<file path="src/rtl/cordic_pkg.sv">
`default_nettype none
// ============================================================================
// Module      : cordic_pkg
// Description : Shared types and constants for the CORDIC angle sequencer.
// Revision    : 1.0 - initial release
// ============================================================================
package cordic_pkg;

  // Sequencer states
  typedef enum logic [2:0] {
    ST_IDLE   = 3'd0,
    ST_LOAD   = 3'd1,
    ST_CMP    = 3'd2,
    ST_DECIDE = 3'd3,
    ST_DONE   = 3'd4
  } state_t;

  // Default geometry
  localparam int ITER_DEFAULT = 6;
  localparam int DW_DEFAULT   = 6;
  localparam int AW_DEFAULT   = 4;

  // Rotation direction encodings
  localparam logic DIR_ADD = 1'b0;
  localparam logic DIR_SUB = 1'b1;

endpackage : cordic_pkg
`default_nettype wire

</file>
<file path="src/rtl/cordic_ctrl.sv">
`default_nettype none
// ============================================================================
// Module      : cordic_ctrl
// Description : Sequencer for the CORDIC angle-convergence loop. Owns the
//               accumulated angle z and the iteration counter, drives the
//               registered comparator and issues rotation steps.
// Revision    : 1.0 - initial release
// ============================================================================
module cordic_ctrl
  import cordic_pkg::*;
#(
  parameter int ITER = ITER_DEFAULT,
  parameter int DW   = DW_DEFAULT,
  parameter int AW   = AW_DEFAULT
) (
  input  logic          CLK,
  input  logic          RST_n,
  input  logic          start,
  input  logic          abort,
  input  logic [DW-1:0] target,
  input  logic [DW-1:0] atan_data,
  input  logic          lt,
  input  logic          gt,
  output logic [DW-1:0] cmp_a,
  output logic [DW-1:0] cmp_b,
  output logic [AW-1:0] mem_addr,
  output logic          step,
  output logic          dir,
  output logic [DW-1:0] z_out,
  output logic          busy,
  output logic          done,
  output logic          cmp_err
);

  // Counter width; a single-iteration build still needs one bit
  localparam int            IW     = (ITER > 1) ? $clog2(ITER) : 1;
  localparam logic [IW-1:0] C_LAST = IW'(ITER - 1);

  state_t        r_state;
  state_t        w_state_nxt;
  logic [DW-1:0] r_z;
  logic [DW-1:0] w_z_nxt;
  logic [DW-1:0] r_target;
  logic [DW-1:0] w_target_nxt;
  logic [IW-1:0] r_iter;
  logic [IW-1:0] w_iter_nxt;
  logic          r_cmp_err;
  logic          w_cmp_err_nxt;
  logic          w_pair_ok;
  logic          w_step;
  logic          w_dir;
  logic          w_done;

  // Exactly one of lt/gt must be set for a usable comparator result
  assign w_pair_ok = lt ^ gt;

  // State and datapath registers
  always_ff @(posedge CLK or negedge RST_n) begin
    if (!RST_n) begin
      r_state   <= ST_IDLE;
      r_z       <= '0;
      r_target  <= '0;
      r_iter    <= '0;
      r_cmp_err <= 1'b0;
    end else begin
      r_state   <= w_state_nxt;
      r_z       <= w_z_nxt;
      r_target  <= w_target_nxt;
      r_iter    <= w_iter_nxt;
      r_cmp_err <= w_cmp_err_nxt;
    end
  end

  // Next-state, register updates and pulse outputs; abort overrides all
  always_comb begin
    w_state_nxt   = r_state;
    w_z_nxt       = r_z;
    w_target_nxt  = r_target;
    w_iter_nxt    = r_iter;
    w_cmp_err_nxt = r_cmp_err;
    w_step        = 1'b0;
    w_dir         = DIR_ADD;
    w_done        = 1'b0;

    case (r_state)
      ST_IDLE: begin
        if (start) begin
          w_state_nxt   = ST_LOAD;
          w_target_nxt  = target;
          w_cmp_err_nxt = 1'b0;
        end
      end
      ST_LOAD: begin
        w_state_nxt = ST_CMP;
        w_z_nxt     = '0;
        w_iter_nxt  = '0;
      end
      ST_CMP: begin
        // Operands held steady; comparator latches them at this edge
        w_state_nxt = ST_DECIDE;
      end
      ST_DECIDE: begin
        if (w_pair_ok) begin
          w_step  = 1'b1;
          w_dir   = gt ? DIR_SUB : DIR_ADD;
          w_z_nxt = gt ? (r_z - atan_data) : (r_z + atan_data);
          if (r_iter == C_LAST) begin
            w_state_nxt = ST_DONE;
          end else begin
            w_iter_nxt  = r_iter + 1'b1;
            w_state_nxt = ST_CMP;
          end
        end else begin
          w_cmp_err_nxt = 1'b1;
          w_state_nxt   = ST_DONE;
        end
      end
      ST_DONE: begin
        w_done      = 1'b1;
        w_state_nxt = ST_IDLE;
      end
      default: begin
        w_state_nxt = ST_IDLE;
      end
    endcase

    // Cancel: back to IDLE with no step, no done and all registers held
    if (abort && (r_state != ST_IDLE)) begin
      w_state_nxt   = ST_IDLE;
      w_z_nxt       = r_z;
      w_target_nxt  = r_target;
      w_iter_nxt    = r_iter;
      w_cmp_err_nxt = r_cmp_err;
      w_step        = 1'b0;
      w_dir         = DIR_ADD;
      w_done        = 1'b0;
    end
  end

  assign cmp_a    = r_z;
  assign cmp_b    = r_target;
  assign mem_addr = AW'(r_iter);
  assign z_out    = r_z;
  assign step     = w_step;
  assign dir      = w_dir;
  assign done     = w_done;
  assign busy     = (r_state != ST_IDLE);
  assign cmp_err  = r_cmp_err;

endmodule : cordic_ctrl
`default_nettype wire
</file>
<file path="config.mk">
export PLATFORM = sky130hd
export DESIGN_NAME = cordic_ctrl
export DESIGN_NICKNAME = d
export VERILOG_FILES = /design/src/rtl/cordic_pkg.sv /design/src/rtl/cordic_ctrl.sv
export SDC_FILE = /design/constraint.sdc
export NUM_CORES = 1
export LEC_CHECK = 0
export ABC_AREA = 0
export ABC_CLOCK_PERIOD_IN_PS = 1500
export BUFFER_PORTS_ARGS = -buffer_cell sky130_fd_sc_hd__clkbuf_2
export CORE_UTILIZATION = 35
export CTS_BUF_LIST = sky130_fd_sc_hd__clkbuf_16
export DETAILED_ROUTE_END_ITERATION = 8
export SLEW_MARGIN = 0
export SYNTH_ARGS = -nofsm -noshare
export SYNTH_HDL_FRONTEND = slang
export SYNTH_SLANG_ARGS = --single-unit
export TNS_END_PERCENT = 100
</file>
<file path="constraint.sdc">
create_clock -name CLK -period 1.5 [get_ports CLK]
set_input_delay 0.3 -clock CLK [delete_from_list [all_inputs] [get_ports CLK]]
set_output_delay 0.3 -clock CLK [all_outputs]
set_load 0.03 [all_outputs]
</file>
==> impl_metrics.toml <==
[timing]
finalSetupTns_ns = -1.600
finClkSkew_ns = 0.0008074
finalHoldViolations = 19
grt_setup_unrepaired = "true"
timing.final.ws_setup_ns = -0.3488
whs_ns = -0.008140
finalSetupViolCount = 14
max_freq_mhz = 540.9
period_share_pct = 123.3
fin_crit_ns = 1.849
slew_violations = 0

[routing]
wl_mm = 3.376
drt-pass1-iter-count = 4
drtIter0Drc = 35
avgViaCountPerCell = 4.796
ant_nets = 0
route.detailed.drc = 0
post_drt_wl_per_cell_um = 13.24
vias = 1223

[grt]
grt_use_met2_pct = 38.04
grt_start_max_net_pins = 20
use_met3_pct = 5.672
grt_util_all_layers_pct = 20.68
grt_pass1_wl_mm = 5.568
grtUsageMet1_pct = 23.33
antenna_found_initial = 0
busiest_layer = "met2"
grt_overflow = 0
grt_pass1_vias = 1240

[placed_design]
io_buffers = 43
dp_worst_setup_slack_ns = -0.7303
post_dp_cell_area_um2 = 1700
dp.cells = 234
gp_congestion = 0.7916
dpl.hpwl_mm = 2.263

[clocking]
cts_buffers = 3
clock_latency_ns = 0.25
cts_buffer_depth = 2
cts.clk_slew.worst_paths_ns = 0.05
cts.sinks = 19
htree_levels = 1
clockRootBuffer = "clkbuf_16"
cts_tree = "yes"

[setup_path]
path_class = "primary input to flip-flop"
critPathRequiredTime_ns = 1.63
arrival_ns = 1.98
endpoint_kind = "flip-flop"
worstPathMaxFanout = 2
critPathLaunchType = "primary input"

[synthesis]
synth_compound_area_share_pct = 10.53
syn_nets = 156
ys_warn_count = 0
seq_area_frac_synth_pct = 38.46
synthXorXnorAreaFrac_pct = 5.668
syn_area_um2 = 1236
synthSimpleGateAreaFrac_pct = 16.70
ys_types = 36
postSynthCellCount = 128
ys_seq_elements = 19
synthAdderAreaFrac_pct = 10.73
synth_top_family_by_area = "simple AND/OR/NAND/NOR gates"
synthMuxAreaShare_pct = 7.186
syn_avg_cell_area_um2 = 9.658

[cells_and_area]
fin_nets = 238
num-fill-cells = 305
stdcell_area_um2 = 2064
stdcell_count = 255
area_delta_synth_final_pct = 67.00
layout-drive-gt1-share_pct = 59.33
n_antenna_cell = 0
layout_common_cells = "clkbuf_2 (38), buf_4 (31), dfrtp_1 (15)"
final_common_cell = "clkbuf_2"
final_util_pct = 61.38
multi_input_area_um2 = 737.0
regArea_um2 = 480.5

[min_path]
hold_path_class = "primary input to asynchronous set/reset pin"

[run_status]
status = "finished, violations left"
violations = "hold timing, setup timing"

[job]
cap_violations = 0

[floorplan]
rows = 21
initial_core_util_pct = 36.76
die_h_um = 61.43
die-area_um2 = 3774
fp.coreArea_um2 = 3363
ios = 45
die_x_um = 61.43

[power_and_ir_drop]
power_per_cell_area_nw_per_um2 = 1300
irDropWorstVdd_uv = 950.3
p_leak_nw = 1.062
total_power_mw = 2.683
## what timing repair did
action                                  in CTS  in global routing
endpoints found under the setup margin      15                 19
hold buffers                                 0                  0
setup buffers                               13                  6
pin swaps                                   14                 10
gates resized for setup                     38                 12
## path summary, 6_finish.rpt
check	startpoint	endpoint	slack [ns]	cells past startpoint
max in group asynchronous	RST_n	cmp_a[0]	1.15	1
setup / recovery	atan_data[1]	cmp_a[5]	-0.35	12
hold / removal	RST_n	r_state[1]	-0.008	1
hold reg to reg	cmp_b[4]	cmp_b[4]	0.52	1
setup reg to reg	cmp_a[0]	cmp_a[5]	-0.09	9
min in group CLK	target[4]	cmp_b[4]	0.27	2
## Yosys cell counts
cell type	n	area (µm²)
nor2_1	7	26.28
ha_1	9	112.6
inv_1	12	45.04
o22ai_1	1	6.260
mux2i_1	1	10.01
a21oi_2	1	8.760
nand4b_1	1	8.760
a21o_1	1	7.510
a31oi_1	1	6.260
nor2_4	1	11.26
o21ai_0	11	55.05
and2_1	1	6.260
nor3_1	1	5.000
buf_4	7	52.55
nand3_1	3	15.01
nor3_2	1	10.01
nor2b_1	2	12.51
xor2_1	2	17.52
nand2b_1	2	12.51
a21oi_1	4	20.02
buf_6	2	22.52
xnor2_1	6	52.55
nand2_1	13	48.80
clkinv_4	1	8.760
and3_1	2	12.51
a22o_1	1	8.760
mux2_2	7	78.83
a2111oi_0	1	8.760
fa_1	1	20.02
o2111ai_1	1	8.760
dfrtp_1	19	475.5
or2_4	1	8.760
nand2_4	1	11.26
or3_4	1	11.26
nor2_2	1	6.260
conb_1	1	3.750
## layer usage
layer / vias up / routed length [µm]
met5: - / 0
met4: 0 / 66
met3: 7 / 169
met2: 35 / 1769
met1: 600 / 1370
li1: 581 / -
## logic make-up after synthesis
kind of cell	after synthesis
simple gates	38
compound gates	22
buf+inv	22
flops	19
fa+ha+maj	10
xor+xnor	8
mux	8
other cells	1
## critical path: stages
cell and delay [ns]:
clkbuf_16 0.13, inv_12 0.04, ha_4 0.18, mux2_4 0.28, inv_2 0.06, ha_4 0.18
nor2b_4 0.12, o2111ai_2 0.16, nand4b_1 0.14, xnor2_1 0.16, a21oi_1 0.13, o22ai_1 0.08
## report_power, final
| group | switching, mW | total (mW) | leakage, nW | internal, mW |
|---|---|---|---|---|
| combinational | 0.762 | 1.38 | 0.780 | 0.620 |
| clock | 0.196 | 0.553 | 0.0409 | 0.358 |
| sequential | 0.105 | 0.749 | 0.240 | 0.644 |
## sequential cells by signal (all words and copies together) (netlist names)
register	cells
cmp_err	1
r_state	3
cmp_b	6
r_iter	3
cmp_a	6
## area by class of cell
| type | count | share of cell area, % |
|---|---|---|
| multi-input cells | 87 | 35.70 |
| repair buffers | 86 | 31.15 |
| inverters | 13 | 3.212 |
| clock inverters | 1 | 0.2424 |
| flip-flops and latches | 19 | 23.27 |
| well taps | 46 | 2.788 |
| clock buffers | 3 | 3.636 |
Note: power is estimated with default switching activity, not from simulation.
